`src/rtl/regfile_ctrl_pkg.sv`:
```
// Shared constants and types for the register-file write arbiter.
package regfile_ctrl_pkg;

   localparam int ADDR_W   = 5;
   localparam int DATA_W   = 32;
   localparam int NUM_REGS = 32;

   // INIT clears the register file, RUN arbitrates requester writes.
   typedef enum logic {
      INIT = 1'b0,
      RUN  = 1'b1
   } state_e;

endpackage

```
`src/rtl/regfile_write_arbiter_if.sv`:
```
// Requester bus and register-file write port of the write arbiter.
//
// Handshake: each requester raises req_valid[i] with req_addr/req_data
// slice i and holds all three stable until req_ready[i] is seen high.
// A write transfers on a rising clk edge where req_valid[i] and
// req_ready[i] are both high; req_ready is one-hot or zero.
interface regfile_write_arbiter_if #(
   parameter int NREQ   = 2,
   parameter int ADDR_W = regfile_ctrl_pkg::ADDR_W,
   parameter int DATA_W = regfile_ctrl_pkg::DATA_W
);

   logic [NREQ-1:0]        req_valid;
   logic [NREQ-1:0]        req_ready;
   logic [NREQ*ADDR_W-1:0] req_addr;
   logic [NREQ*DATA_W-1:0] req_data;
   logic                   rf_we;
   logic [ADDR_W-1:0]      rf_waddr;
   logic [DATA_W-1:0]      rf_wdata;
   logic [1:0]             gnt_id;
   logic                   init_done;

   // Requester side (also the register-file observer)
   modport master (
      output req_valid, req_addr, req_data,
      input  req_ready, rf_we, rf_waddr, rf_wdata, gnt_id, init_done
   );

   // Arbiter side
   modport slave (
      input  req_valid, req_addr, req_data,
      output req_ready, rf_we, rf_waddr, rf_wdata, gnt_id, init_done
   );

endinterface

```
`src/rtl/rr_arbiter.sv`:
```
// Combinational round-robin picker: first asserted request at or above
// ptr_i, wrapping at NREQ. Produces a one-hot grant and its index.
module rr_arbiter #(
   parameter int NREQ = 2
) (
   input  logic [NREQ-1:0] req_i,
   input  logic [1:0]      ptr_i,
   output logic [NREQ-1:0] gnt_o,
   output logic [1:0]      win_o,
   output logic            any_o
);

   // Scan from the pointer upward; the first hit wins
   always_comb begin
      int idx;
      idx   = 0;
      gnt_o = '0;
      win_o = '0;
      any_o = 1'b0;
      for (int off = 0; off < NREQ; off++) begin
         idx = int'(ptr_i) + off;
         if (idx >= NREQ) idx = idx - NREQ;
         if (!any_o && req_i[idx]) begin
            any_o      = 1'b1;
            gnt_o[idx] = 1'b1;
            win_o      = 2'(idx);
         end
      end
   end

endmodule

```
`src/rtl/regfile_write_arbiter.sv`:
```
// Register-file write arbiter: clears all registers after reset (INIT),
// then grants one requester write per cycle by round-robin (RUN).
// Writes reach the register file one cycle after their handshake.
// Optional macro REGFILE_WR_ZERO_FILTER_EN: RUN writes to address 0 are
// accepted but not issued to the register file (INIT still clears it).
// NREQ legal range is 2..4 (gnt_id is 2 bits wide).
module regfile_write_arbiter #(
   parameter int NREQ   = 2,
   parameter int ADDR_W = regfile_ctrl_pkg::ADDR_W,
   parameter int DATA_W = regfile_ctrl_pkg::DATA_W
) (
   input  logic                     clk,
   input  logic                     reset,
   regfile_write_arbiter_if.slave   bus,
   output regfile_ctrl_pkg::state_e state_o
);

   import regfile_ctrl_pkg::*;

   // One extra bit so the counter can reach NUM_REGS and mark the end
   localparam int CNT_W = $clog2(NUM_REGS) + 1;

   state_e             state_q;
   logic [CNT_W-1:0]   cnt_q;
   logic [1:0]         ptr_q;
   logic [1:0]         ptr_d;
   logic               rf_we_q;
   logic [ADDR_W-1:0]  rf_waddr_q;
   logic [DATA_W-1:0]  rf_wdata_q;
   logic [1:0]         gnt_id_q;
   logic               init_done_q;

   logic [NREQ-1:0]    gnt;
   logic [1:0]         win;
   logic               any;
   logic [NREQ-1:0]    req_ready;
   logic               xfer;
   logic               issue;
   logic [ADDR_W-1:0]  win_addr;
   logic [DATA_W-1:0]  win_data;

   rr_arbiter #(.NREQ(NREQ)) u_rr (
      .req_i (bus.req_valid),
      .ptr_i (ptr_q),
      .gnt_o (gnt),
      .win_o (win),
      .any_o (any)
   );

   // Ready is offered only in RUN, directly from the arbiter grant
   always_comb begin
      req_ready = '0;
      if (state_q == RUN) req_ready = gnt;
   end

   assign xfer = (state_q == RUN) && any;

   // Select the winning requester's address and data slice
   always_comb begin
      win_addr = '0;
      win_data = '0;
      for (int i = 0; i < NREQ; i++) begin
         if (gnt[i]) begin
            win_addr = bus.req_addr[i*ADDR_W +: ADDR_W];
            win_data = bus.req_data[i*DATA_W +: DATA_W];
         end
      end
   end

`ifdef REGFILE_WR_ZERO_FILTER_EN
   assign issue = xfer && (win_addr != '0);
`else
   assign issue = xfer;
`endif

   // Pointer moves to the requester just after the winner
   always_comb begin
      ptr_d = win + 2'd1;
      if (int'(win) == NREQ - 1) ptr_d = '0;
   end

   // FSM, clear counter, pointer and registered write port
   always_ff @(posedge clk or negedge reset) begin
      if (!reset) begin
         state_q     <= INIT;
         cnt_q       <= '0;
         ptr_q       <= '0;
         rf_we_q     <= 1'b0;
         rf_waddr_q  <= '0;
         rf_wdata_q  <= '0;
         gnt_id_q    <= '0;
         init_done_q <= 1'b0;
      end else begin
         case (state_q)
            INIT: begin
               if (cnt_q == CNT_W'(NUM_REGS)) begin
                  state_q     <= RUN;
                  init_done_q <= 1'b1;
                  rf_we_q     <= 1'b0;
               end else begin
                  rf_we_q    <= 1'b1;
                  rf_waddr_q <= ADDR_W'(cnt_q);
                  rf_wdata_q <= '0;
                  gnt_id_q   <= '0;
                  cnt_q      <= cnt_q + 1'b1;
               end
            end
            RUN: begin
               rf_we_q <= 1'b0;
               if (xfer) ptr_q <= ptr_d;
               if (issue) begin
                  rf_we_q    <= 1'b1;
                  rf_waddr_q <= win_addr;
                  rf_wdata_q <= win_data;
                  gnt_id_q   <= win;
               end
            end
            default: state_q <= INIT;
         endcase
      end
   end

   assign bus.req_ready = req_ready;
   assign bus.rf_we     = rf_we_q;
   assign bus.rf_waddr  = rf_waddr_q;
   assign bus.rf_wdata  = rf_wdata_q;
   assign bus.gnt_id    = gnt_id_q;
   assign bus.init_done = init_done_q;
   assign state_o       = state_q;

endmodule

```
`src/flat_wrapper.sv`:
```
// flat-port wrapper written by rule: the top's interface ports become plain ports
module regfile_write_arbiter_flat import regfile_ctrl_pkg::*;
#(
   parameter int NREQ   = 2,
   parameter int ADDR_W = regfile_ctrl_pkg::ADDR_W,
   parameter int DATA_W = regfile_ctrl_pkg::DATA_W
)
  (clk, reset, state_o, bus_req_valid, bus_req_addr, bus_req_data, bus_req_ready, bus_rf_we, bus_rf_waddr, bus_rf_wdata, bus_gnt_id, bus_init_done);
  regfile_write_arbiter_if #(.NREQ(NREQ), .ADDR_W(ADDR_W), .DATA_W(DATA_W)) bus_i ();
  input  logic clk;
  input  logic reset;
  output regfile_ctrl_pkg::state_e state_o;
  input wire logic [$bits(bus_i.req_valid)-1:0] bus_req_valid;
  input wire logic [$bits(bus_i.req_addr)-1:0] bus_req_addr;
  input wire logic [$bits(bus_i.req_data)-1:0] bus_req_data;
  output wire logic [$bits(bus_i.req_ready)-1:0] bus_req_ready;
  output wire logic [$bits(bus_i.rf_we)-1:0] bus_rf_we;
  output wire logic [$bits(bus_i.rf_waddr)-1:0] bus_rf_waddr;
  output wire logic [$bits(bus_i.rf_wdata)-1:0] bus_rf_wdata;
  output wire logic [$bits(bus_i.gnt_id)-1:0] bus_gnt_id;
  output wire logic [$bits(bus_i.init_done)-1:0] bus_init_done;
  assign bus_i.req_valid = bus_req_valid;
  assign bus_i.req_addr = bus_req_addr;
  assign bus_i.req_data = bus_req_data;
  assign bus_req_ready = bus_i.req_ready;
  assign bus_rf_we = bus_i.rf_we;
  assign bus_rf_waddr = bus_i.rf_waddr;
  assign bus_rf_wdata = bus_i.rf_wdata;
  assign bus_gnt_id = bus_i.gnt_id;
  assign bus_init_done = bus_i.init_done;
  regfile_write_arbiter #(.NREQ(NREQ), .ADDR_W(ADDR_W), .DATA_W(DATA_W)) u_core (.clk(clk), .reset(reset), .bus(bus_i), .state_o(state_o));
endmodule
```
`config.mk`:
```
export PLATFORM = sky130hd
export DESIGN_NAME = regfile_write_arbiter_flat
export DESIGN_NICKNAME = d
export VERILOG_FILES = /design/src/rtl/regfile_ctrl_pkg.sv /design/src/rtl/regfile_write_arbiter_if.sv /design/src/rtl/rr_arbiter.sv /design/src/rtl/regfile_write_arbiter.sv /design/src/flat_wrapper.sv
export SDC_FILE = /design/constraint.sdc
export NUM_CORES = 1
export LEC_CHECK = 0
export BUFFER_PORTS_ARGS = -buffer_cell sky130_fd_sc_hd__buf_4
export CORE_MARGIN = 3
export CORE_UTILIZATION = 34
export CTS_CLUSTER_SIZE = 14
export DETAILED_ROUTE_END_ITERATION = 7
export PLACE_DENSITY = 0.64
export REMOVE_ABC_BUFFERS = 1
export SYNTH_ARGS = -nofsm -noshare
export SYNTH_HDL_FRONTEND = slang
export SYNTH_SLANG_ARGS = --single-unit
```
`constraint.sdc`:
```
create_clock -name clk -period 2.85 [get_ports clk]
set_input_delay 0.1425 -clock clk [delete_from_list [all_inputs] [get_ports clk]]
set_output_delay 0.1425 -clock clk [all_outputs]
set_load 0.01 [all_outputs]
```
# Word-level counts from Yosys, hierarchy flattened
# Cells that the tools add are included.
[classes]
addsub = 5
magnitude_cmp = 6
n_eq_ne = 4
mux = 38
n_bitwise = 3
reduce_logical = 9
[op_table]
columns = ["op", "n"]
rows = [
  ["$mux 32", 6],
  ["$ge 32x1->1 const B", 2],
  ["$lt 32x3->1 const B", 2],
  ["$pmux 32 s2", 1],
  ["$mux 5", 4],
  ["$mux 2", 8],
  ["$mux 1", 14],
  ["$pmux 5 s2", 1],
  ["$reduce_and 2->1", 4],
  ["$add 6x1->6 const B", 1],
  ["$eq 6x6->1 const B", 1],
  ["$logic_and 1x1->1", 4],
  ["$ne 2x2->1 const B", 2],
  ["$pmux 2 s2", 1],
  ["$sub 3x2->4 const B", 1],
  ["$add 2x1->3 const B", 1],
  ["$ge 3x2->1 const B", 1],
  ["$sub 2x2->3 const B", 1],
  ["$add 2x1->2 const B", 1],
  ["$demux 1 s1", 2],
  ["$eq 2x2->1 const B", 1],
  ["$ge 2x2->1 const B", 1],
  ["$not 1->1", 2],
  ["$or 2x2->2", 1],
  ["2 further kinds", 2],
]
[word_totals]
reg_bits = 50
in_bits = 78
out_inout_bits = 44
elab_cells = 73

# Depth between registers and ports, before layout
# Gate-level depths: netlist of the first run.
[logic_depth]
depth_word = 13
mapped_depth = 8
ltp_nobuf = 6

# Modules after synthesis
# Synthesis of the first run repeated with hierarchy kept, for this count alone.
[hier_totals]
hier_cells = 238
area_unflattened_um2 = 2432.3
[modules_own_cells]
columns = ["module", "instances", "cells_each", "area_per_inst_um2", "seq_area_each_um2"]
rows = [
  ["regfile_write_arbiter", 1, 231, 2386.0, 1251.2],
  ["rr_arbiter", 1, 7, 46.3, 0.0],
]

# Worst setup path before layout of the first run
# OpenSTA, ideal clock, no wires.
[synth_timing]
path_kind = "flip-flop to flip-flop"
startpoint = "reg u_core.cnt_q[0]"
endpoint = "reg u_core.rf_waddr_q[2] (netlist: u_core.bus.rf_waddr[2])"
setup_time_ps = 125
arrival_ps = 1655
required_ps = 2725
path_slack_ps = 1069
path_stages_with_launch = 8
path_buffers = 1
period_less_slack_ps = 1781
path_cell_list = "dfrtp_1 > inv_1 > ha_1 > nand2_1 > o41a_1 > nor2_4 > buf_6 > mux2_4"
[synth_between]
elab_chain_cells = 3
[synth_lines]
columns = ["element", "line_no", "rtl"]
rows = [
  ["start: declaration", "regfile_write_arbiter.sv:24", "logic [CNT_W-1:0] cnt_q;"],
  ["start signal: assignment", "regfile_write_arbiter.sv:105", "cnt_q <= cnt_q + 1'b1;"],
  ["$eq 6x6->1", "regfile_write_arbiter.sv:96", "if (cnt_q == CNT_W'(NUM_REGS)) begin"],
  ["$ne 2x2->1 (no source line)", "n/a", ""],
  ["$reduce_and 2->1 (no source line)", "n/a", ""],
  ["end signal: assignment", "regfile_write_arbiter.sv:102", "rf_waddr_q <= ADDR_W'(cnt_q);"],
  ["end signal: assignment", "regfile_write_arbiter.sv:113", "rf_waddr_q <= win_addr;"],
  ["end: declaration", "regfile_write_arbiter.sv:28", "logic [ADDR_W-1:0] rf_waddr_q;"],
]
# Every way passes these cells.
# A chain may end at the register's enable or synchronous reset.

# Worst setup path after layout of the first run
[layout_timing]
startpoint = "reg u_core.cnt_q[0]"
endpoint = "reg u_core.rf_waddr_q[0] (netlist: u_core.bus.rf_waddr[0])"
[layout_between]
elab_chain_cells = 3
word_cells_on_any_way = 5
cone_classes = "2 x eq/ne; 2 x mux; 1 x reduce/logical"
[layout_lines]
columns = ["element", "line_no"]
rows = [
  ["$eq 6x6->1", "regfile_write_arbiter.sv:96"],
  ["$ne 2x2->1 (no source line)", "n/a"],
  ["$reduce_and 2->1 (no source line)", "n/a"],
]
# Parallel ways exist; a longest one is shown, timed or not. The select of a mux whose other input is x is not followed.

==> results of run 1 <==
==> through the flow <==
| stage | util | area (µm²) | total power, W |
|---|---|---|---|
| detailed placement | 0.5216 | 3198 | 0.001216 |
| global route | 0.5465 | 3351 | 0.001885 |
| finish | 0.5465 | 3351 | 0.001793 |
| global placement | 0.5216 | 3198 | 0.001209 |
| floorplan | - | 2166 | 0.0009726 |
| CTS | 0.5465 | 3351 | 0.001815 |
==> cell families after synthesis <==
group                      after synthesis  synth area share
buffers and inverters                   21           0.04751
AOI/OAI and AO/OA                       77            0.2778
DFF                                     50            0.5590
xor gates and xnor gates                 5           0.01956
and+or+nand+nor                         21           0.04696
muxes                                    8           0.03801
adders and majority gates                2           0.01118
==> synth_stat cells, types with 2 or more instances <==
cell / instances / share of area
dfrtp_1: 50 / 0.56
a21o_1: 31 / 0.10
a22o_1: 29 / 0.11
inv_1: 8 / 0.013
buf_2: 7 / 0.016
mux2i_1: 7 / 0.031
nor2_1: 6 / 0.010
nand2_1: 5 / 0.0084
xnor2_1: 5 / 0.020
a222oi_1: 4 / 0.018
and3_1: 3 / 0.0084
nand3_1: 3 / 0.0067
o21ai_0: 3 / 0.0067
o2bb2ai_1: 3 / 0.012
buf_6: 2 / 0.010
ha_1: 2 / 0.011
==> cell type report <==
| cell class | instances | area (µm²) |
|---|---|---|
| Inverter | 9 | 33.78 |
| Clock buffer | 6 | 82.58 |
| Timing Repair Buffer | 126 | 948.4 |
| Clock inverter | 2 | 60.06 |
| Multi-Input combinational cell | 113 | 880.8 |
| Tap cell | 75 | 93.84 |
| Sequential cell | 50 | 1251 |
| Fill cell | 560 | 2780 |
==> report_power, final <==
group          internal, W  switching [W]  leakage [nW]  total, W
clock             0.000374       0.000225        0.0714  0.000599
combinational     0.000223       0.000161          1.15  0.000384
sequential        0.000772      0.0000366         0.608  0.000809
total              0.00137       0.000423          1.83   0.00179
==> registers in the layout (all words and copies together), names as in the netlist <==
signal,count
u_core.cnt_q,6
u_core.state_o,1
u_core.bus.init_done,1
u_core.bus.rf_waddr,5
u_core.ptr_q,2
u_core.bus.rf_we,1
u_core.bus.rf_wdata,32
u_core.bus.gnt_id,2
==> tightest hold or removal path, delay by kind of cell <==
family | cells | cell delay (ns)
compound gates | 1 | 0.11
buf+inv | 1 | 0.08
mux | 1 | 0.05
==> placed cells by master (no fill, tap or decap), types with 4 or more instances in the layout <==
cell type	count
mux2i_1	7
nor2_1	6
dfrtp_1	50
a222oi_1	4
a21o_1	31
inv_1	8
nand2_1	5
a22o_1	29
xnor2_1	5
clkbuf_8	6
buf_4	125
==> per-layer routing <==
layer  track usage  up-vias
li1              -      920
met1        0.1984      936
met2        0.2581       90
met3       0.04257        7
met4       0.05160        0
met5             0        -
==> final timing paths <==
kind / slack, ns / startpoint / cells after the start / end
setup / recovery: 0.67 / u_core.cnt_q[0] / 7 / u_core.bus.rf_waddr[0]
hold / removal: 0.12 / bus_req_data[61] / 3 / u_core.bus.rf_wdata[29]
setup reg to reg: 0.67 / u_core.cnt_q[0] / 7 / u_core.bus.rf_waddr[0]
hold reg to reg: 0.47 / u_core.bus.init_done / 1 / u_core.bus.init_done
max in group asynchronous: 2.04 / reset / 2 / u_core.bus.rf_wdata[5]
min in group asynchronous: 0.40 / reset / 2 / u_core.bus.rf_waddr[2]
==> flow_metrics.py, run 1 <==
metrics = {
    "synth": {
        "ys.warnings.count": 0,
        "syn_inst": 184,
        "avgSynthCellArea_um2": 12.17,
        "ys_seq_area_frac": 0.5590,
        "synth-main-ff-cell": "dfrtp_1",
        "yosys.cell_types.count": 32,
        "netlist_area_um2": 2238,
        "ys_async_sr_fraction": 1.000,
        "ys_ff_latch": 50,
        "synth_edf_count": 0,
    },
    "power_and_ir_drop": {
        "ir_drop_mv": 0.2664,
        "p_leak_nw": 1.828,
        "powerDensity_nw_per_um2": 535.0,
    },
    "final_layout": {
        "nets": 385,
        "final_cells": 381,
        "diodes": 0,
        "drive_gt1_frac": 0.4444,
        "synthToLayoutAreaGrowth_pct": 49.69,
    },
    "sta": {
        "fin_skew_ns": 0.006529,
        "finalMaxSlewViolations": 0,
        "worstMarginPinSlew_ns": 0.6086,
        "fmax_ghz": 0.4584,
        "setup_violations": 0,
        "slew_headroom": 0.5943,
        "fin_crit_ns": 2.181,
        "finalSetupTns_ns": 0,
        "hold_viol": 0,
        "setup_ws_ns": 0.6687,
        "rsz0062_at_grt": "false",
        "timing.final.crit_share": 0.7654,
        "whs_ns": 0.1231,
    },
    "critical_path": {
        "critPathMaxFanout": 19,
        "endpoint_kind": "flip-flop",
        "crit_slowest_cell": "nor2_4",
        "cp.required_ns": 3.07,
        "worstSetupStartpointType": "flip-flop",
        "arrival_ns": 2.40,
        "slowest_delay_ns": 0.48,
        "crit_path_cell_trace": "inv_1 > ha_1 > nand2_1 > o41a_1 > nor2_4 > buf_4 > mux2i_1",
        "critPathKind": "flip-flop to flip-flop",
        "cp_top_family": "simple AND/OR/NAND/NOR gates",
        "path_buf_inv": 2,
    },
    "routing": {
        "dr.first_iter.drc_count": 78,
        "wl_met1_mm": 2.334,
        "post_drt_wl_per_cell_um": 15.19,
        "wl_met3_um": 624,
        "via_count": 1953,
        "drc": 0,
        "detail-route-antenna-nets": 0,
        "drt_first_pass_iters": 5,
        "top_layer_used": "met4",
        "drt-vias-per-instance": 5.126,
        "met2_length_mm": 2.756,
        "wl_mm": 5.787,
    },
    "die": {
        "die_area_um2": 7593,
        "die_w_um": 87.14,
        "rows": 28,
        "initial_core_util": 0.3651,
        "core_um2": 6131,
        "io_pins": 122,
        "die_h_um": 87.14,
    },
    "cts": {
        "clk_latency_ns": 0.29,
        "cts_resized": 0,
        "cts-root-buf": "clkbuf_8",
        "cts.sinks": 50,
        "cts_buffers": 5,
        "h-tree-depth": 2,
        "cts.path.max_buffers": 2,
        "ctsHoldBuffers": 1,
        "clk_transition_reported_paths_ns": 0.09,
        "cts_tree": "built",
        "post-cts-setup-buffers": 0,
    },
    "global_routing": {
        "grt_pass1_wl_mm": 9.425,
        "antenna_found_initial": 0,
        "grt_max_degree": 51,
        "grt_pass1_vias": 2021,
        "grt.overflow.total": 0,
        "grt_usage": 0.1563,
    },
    "run": {
        "maxCapViolCount": 0,
    },
    "place": {
        "place_inst": 372,
        "place_ws_ns": 0.6596,
        "gp_congestion": 0.7611,
        "port_buffers": 121,
        "hpwl_mm": 4.474,
    },
    "run_status": {
        "run_status": "finished clean",
    },
    "hold_path": {
        "hold_class": "input port to flip-flop",
    },
}
Note: power is estimated with default switching activity, not from simulation.
==> inputs of run 2 (changes only) <==
PLACE_DENSITY = 0.66   (was 0.64)
clock period = 1.9 ns   (was 2.85 ns; I/O delays follow)
==> run 2 against run 1 <==
Effect of this change: clock skew barely moved; total power is 41% higher; core utilization up 0.51 points; critical path depth stayed put; first-iteration DRC count rose by 21%; flip-flop and latch count did not move; register-to-register slack worse by 0.53 ns; combinational power is 53% higher; die area did not move; hold slack worse by 0.053 ns; cell count is 1.6% higher; fmax is 24% higher; highest routed layer unchanged.
==> flow_metrics.py, run 2 (synthesized netlist as in run 1, its figures left out) <==
metrics = {
    "sta": {
        "timing.final.crit_share": 0.9276,
        "worstMarginPinSlew_ns": 0.6191,
        "fin_crit_ns": 1.762,
        "slew_headroom": 0.5873,
        "fin_skew_ns": 0.006417,
        "hold_viol": 0,
        "finalMaxSlewViolations": 0,
        "setup_violations": 0,
        "rsz0062_at_grt": "false",
        "fmax_ghz": 0.5674,
    },
    "routing": {
        "drc": 0,
        "drt-vias-per-instance": 5.085,
        "dr.first_iter.drc_count": 94,
        "detail-route-antenna-nets": 0,
        "post_drt_wl_per_cell_um": 15.11,
        "wl_mm": 5.849,
        "drt_first_pass_iters": 6,
        "via_count": 1968,
    },
    "final_layout": {
        "layout_commonest_cell": "buf_4",
        "largest_reg_flops": 32,
        "post-route-util": 0.5516,
        "fillers": 535,
        "drive_gt1_frac": 0.4551,
        "nets": 391,
        "layout_common_cells": "128 x buf_4, 50 x dfrtp_1, 31 x a21o_1, 29 x a22o_1, 8 x inv_1",
        "synthToLayoutAreaGrowth_pct": 51.09,
        "diodes": 0,
    },
    "die": {
        "die_w_um": 87.14,
        "die_area_um2": 7593,
        "core_um2": 6131,
        "die_h_um": 87.14,
        "io_pins": 122,
        "initial_core_util": 0.3651,
        "rows": 28,
    },
    "critical_path": {
        "critPathMaxFanout": 14,
        "r2r_cells": 7,
        "worstSetupStartpointType": "flip-flop",
        "rrSetupSlack_ns": 0.14,
        "endpoint_kind": "flip-flop",
        "timing.rr.end": "u_core.bus.rf_waddr[1]",
        "critPathKind": "flip-flop to flip-flop",
        "cp.required_ns": 2.13,
        "arrival_ns": 1.99,
        "timing.rr.start": "u_core.cnt_q[1]",
    },
    "hold_path": {
        "hold_class": "input port to flip-flop",
        "min-delay-start": "bus_req_data[60]",
        "hold_end": "u_core.bus.rf_wdata[28]",
        "holdPathStages": 3,
    },
    "cts": {
        "clk_latency_ns": 0.30,
        "cts_buffers": 5,
        "cts-root-buf": "clkbuf_8",
        "cts_tree": "built",
        "clk_transition_reported_paths_ns": 0.09,
        "cts.sinks": 50,
        "post-cts-setup-buffers": 0,
        "h-tree-depth": 2,
        "cts.path.max_buffers": 2,
    },
    "power_and_ir_drop": {
        "p_leak_nw": 1.850,
        "fin_total_pwr_w": 0.002533,
        "powerDensity_nw_per_um2": 749.1,
        "ir_drop_mv": 0.4143,
    },
    "global_routing": {
        "grt.overflow.total": 0,
        "grt_max_degree": 51,
        "grt_pass1_wl_mm": 9.473,
        "antenna_found_initial": 0,
        "grt_pass1_vias": 1920,
        "grt_usage": 0.1581,
    },
    "run_status": {
        "run_status": "finished clean",
    },
    "place": {
        "hpwl_mm": 4.425,
        "port_buffers": 121,
        "gp_congestion": 0.8720,
    },
    "run": {
        "maxCapViolCount": 0,
    },
}
-- run 2: power breakdown --
group          internal (W)  switching, W
Combinational      0.000346      0.000243
Sequential          0.00116     0.0000535
Clock              0.000388      0.000344
-- run 2: area by class of cell --
class | count | area, µm² | area share
Sequential cell | 50 | 1251 | 0.3700
Tap cell | 75 | 93.84 | 0.02775
Inverter | 9 | 33.78 | 0.009989
Clock buffer | 5 | 68.82 | 0.02035
Timing Repair Buffer | 132 | 1013 | 0.2997
Clock inverter | 3 | 40.04 | 0.01184
Multi-Input combinational cell | 113 | 880.8 | 0.2605
-- run 2: metrics by stage --
stage	setup TNS (ns)	area, µm²	hold WS [ns]	cells	setup slack, ns
finish	0	3382	0.06962	387	0.1376
global route	0	3382	0.08068	387	0.002842
CTS	0	3374	0.06134	387	0.05321
floorplan	-1.053	2166	-0.2006	172	-0.2232
global placement	0	3256	0.1617	378	0.1699
detailed placement	0	3256	0.1659	378	0.07079
-- run 2: per-layer routing --
| layer | track usage | up-vias | wire length (µm) |
|---|---|---|---|
| li1 | - | 932 | - |
| met1 | 0.2099 | 927 | 2422 |
| met2 | 0.2498 | 100 | 2698 |
| met3 | 0.04825 | 9 | 653 |
| met4 | 0.04603 | 0 | 74 |
| met5 | 0 | - | 0 |
-- run 2: worst max-delay path, stage by stage (launching register included) --
cell and delay (ns):
dfrtp_1 0.43, inv_1 0.09, ha_1 0.15, nand2_1 0.07, o41a_1 0.36, nor2_4 0.19
buf_6 0.20, mux2i_1 0.19
-- run 2: what timing repair did --
item	CTS	global route
hold buffers	1	0
setup endpoints to repair	0	2
resized for setup	0	2
endpoints found under the hold margin	50	0
-- run 2: worst max-delay path by stage --
stage / start / end / slack [ns] / cells past startpoint
floorplan: u_core.cnt_q[0] / u_core.bus.rf_waddr[2] / -0.22 / 6
global placement: u_core.cnt_q[1] / u_core.bus.rf_waddr[1] / 0.17 / 7
detailed placement: u_core.cnt_q[1] / u_core.bus.rf_waddr[1] / 0.07 / 7
CTS: u_core.cnt_q[1] / u_core.bus.rf_waddr[1] / 0.05 / 7
global route: u_core.cnt_q[1] / u_core.bus.rf_waddr[1] / 0.003 / 7
finish: u_core.cnt_q[1] / u_core.bus.rf_waddr[1] / 0.14 / 7
==> inputs of run 3 (changes only) <==
--- a/config.mk
+++ b/config.mk
@@ -12,3 +12,3 @@
 export DETAILED_ROUTE_END_ITERATION = 7
-export PLACE_DENSITY = 0.66
+export PLACE_DENSITY = 0.64
 export REMOVE_ABC_BUFFERS = 1
==> constraint.sdc (replaced) <==
create_clock -name clk -period 1.7 [get_ports clk]
set_input_delay 0.085 -clock clk [delete_from_list [all_inputs] [get_ports clk]]
set_output_delay 0.085 -clock clk [all_outputs]
set_load 0.1 [all_outputs]
==> run 3 against run 2 <==
Effect of this change: the run now ends with setup timing left; clock skew decreased by 0.0029 ns; die area is the same; critical path depth stayed put; largest cell class unchanged; wire length grew 6.8%; highest routed layer unchanged.
==> flow_metrics.py, run 3 (synthesized netlist as in run 1, its figures left out) <==
metrics = {
    "run_status": {
        "run_status": "complete, but fails checks",
        "violations": "setup timing",
    },
    "sta": {
        "fin_crit_ns": 1.702,
        "finalSetupTns_ns": -0.001533,
        "timing.final.crit_share": 1.001,
        "fmax_ghz": 0.5877,
        "rsz0062_at_grt": "true",
        "worstMarginPinSlew_ns": 0.6209,
        "slew_headroom": 0.5861,
        "hold_viol": 0,
        "setup_ws_ns": -0.001533,
        "finalMaxSlewViolations": 0,
        "whs_ns": 0.06369,
        "fin_skew_ns": 0.003504,
        "setup_violations": 1,
    },
    "critical_path": {
        "endpoint_kind": "flip-flop",
        "critPathMaxFanout": 4,
        "rrSetupSlack_ns": -0.002,
        "worstSetupStartpointType": "flip-flop",
        "arrival_ns": 1.89,
        "critPathKind": "flip-flop to flip-flop",
        "cp.required_ns": 1.89,
    },
    "routing": {
        "via_count": 2003,
        "dr.first_iter.drc_count": 70,
        "post_drt_wl_per_cell_um": 15.86,
        "wl_mm": 6.247,
        "drt-vias-per-instance": 5.084,
        "drc": 0,
        "detail-route-antenna-nets": 0,
        "drt_first_pass_iters": 4,
    },
    "die": {
        "die_w_um": 87.14,
        "rows": 28,
        "io_pins": 122,
        "die_h_um": 87.14,
        "core_um2": 6131,
        "initial_core_util": 0.3651,
        "die_area_um2": 7593,
    },
    "final_layout": {
        "stdcell_area_um2": 3511,
        "largest_reg_flops": 32,
        "drive_gt1_frac": 0.4859,
        "layout_commonest_cell": "buf_4",
        "synthToLayoutAreaGrowth_pct": 56.85,
        "layout_common_cells": "129 x buf_4, 50 x dfrtp_1, 31 x a21o_1, 29 x a22o_1, 7 x mux2i_1",
        "diodes": 0,
        "post-route-util": 0.5727,
        "nets": 400,
    },
    "global_routing": {
        "grt_usage": 0.1605,
        "grt_pass1_vias": 2021,
        "grt_pass1_wl_mm": 9.549,
        "grt.overflow.total": 0,
        "antenna_found_initial": 0,
        "grt_max_degree": 51,
    },
    "cts": {
        "clk_latency_ns": 0.29,
        "cts_tree": "built",
        "cts.sinks": 50,
        "h-tree-depth": 2,
        "cts.path.max_buffers": 2,
        "clk_transition_reported_paths_ns": 0.08,
        "cts_buffers": 5,
        "cts-root-buf": "clkbuf_8",
    },
    "power_and_ir_drop": {
        "ir_drop_mv": 0.5743,
        "p_leak_nw": 1.906,
        "powerDensity_nw_per_um2": 995.2,
    },
    "place": {
        "gp_congestion": 0.8002,
        "place_ws_ns": -0.02893,
        "port_buffers": 121,
        "place_area_um2": 3286,
        "hpwl_mm": 4.714,
    },
    "run": {
        "maxCapViolCount": 0,
    },
    "hold_path": {
        "hold_class": "input port to flip-flop",
    },
}
-- run 3: cell count changes in the layout (fill, tap and decap cells not counted), moves of 2 or more --
cell       delta
buf_6         +4
and3_1        -2
and3_2        +2
clkbuf_16     +2
clkinv_2      -2
inv_1         -2
inv_2         +2
-- run 3: path summary, 6_finish.rpt --
kind / start / to / depth (start not counted)
max in group asynchronous: reset / u_core.bus.rf_wdata[24] / 2
max: u_core.cnt_q[0] / u_core.bus.rf_waddr[2] / 7
min: bus_req_data[61] / u_core.bus.rf_wdata[29] / 3
min reg2reg: u_core.bus.init_done / u_core.bus.init_done / 1
max reg2reg: u_core.cnt_q[0] / u_core.bus.rf_waddr[2] / 7
min in group asynchronous: reset / u_core.cnt_q[5] / 2
-- run 3: routing by layer --
metal	wire, µm	GRT usage	share of wire	vias up
met2	2905	0.2512	0.47	94
met1	2636	0.2149	0.42	946
li1	-	-	-	954
met5	0	0	0	-
met4	81	0.05718	0.013	0
met3	623	0.04257	0.10	9
-- run 3: stage by stage --
step                total power (W)  std cells
CTS                        0.003504        389
global placement           0.002808        382
finish                     0.003494        394
floorplan                  0.002381        172
global route               0.003632        394
detailed placement         0.002824        382
-- run 3: repair_timing --
action                     CTS  global route
cloned                       0             3
gates resized for setup      5            12
buffers inserted             0             2
pin swaps                    1            18
setup endpoints to repair   26            29
hold endpoints to repair    50             0
hold buffers                 1             0
-- run 3: critical path: stages, from the launching register on --
cell and delay, ns:
dfrtp_1 0.40, inv_2 0.09, ha_4 0.13, nand2_2 0.05, o41a_1 0.36, nor2_4 0.16, buf_6 0.12, mux2_4 0.28
-- run 3: power breakdown --
part	total, W	switching [W]	internal [W]
Combinational	0.00147	0.00105	0.000419
Clock	0.000671	0.000356	0.000314
Sequential	0.00136	0.0000624	0.00130
-- run 3: final cells by class --
class | count | area (µm²)
clock buffer | 6 | 82.58
fill | 544 | 2620
inverter | 9 | 33.78
multi-input combinational | 113 | 898.4
sequential | 50 | 1251
tap | 75 | 93.84
timing repair buffer | 141 | 1151
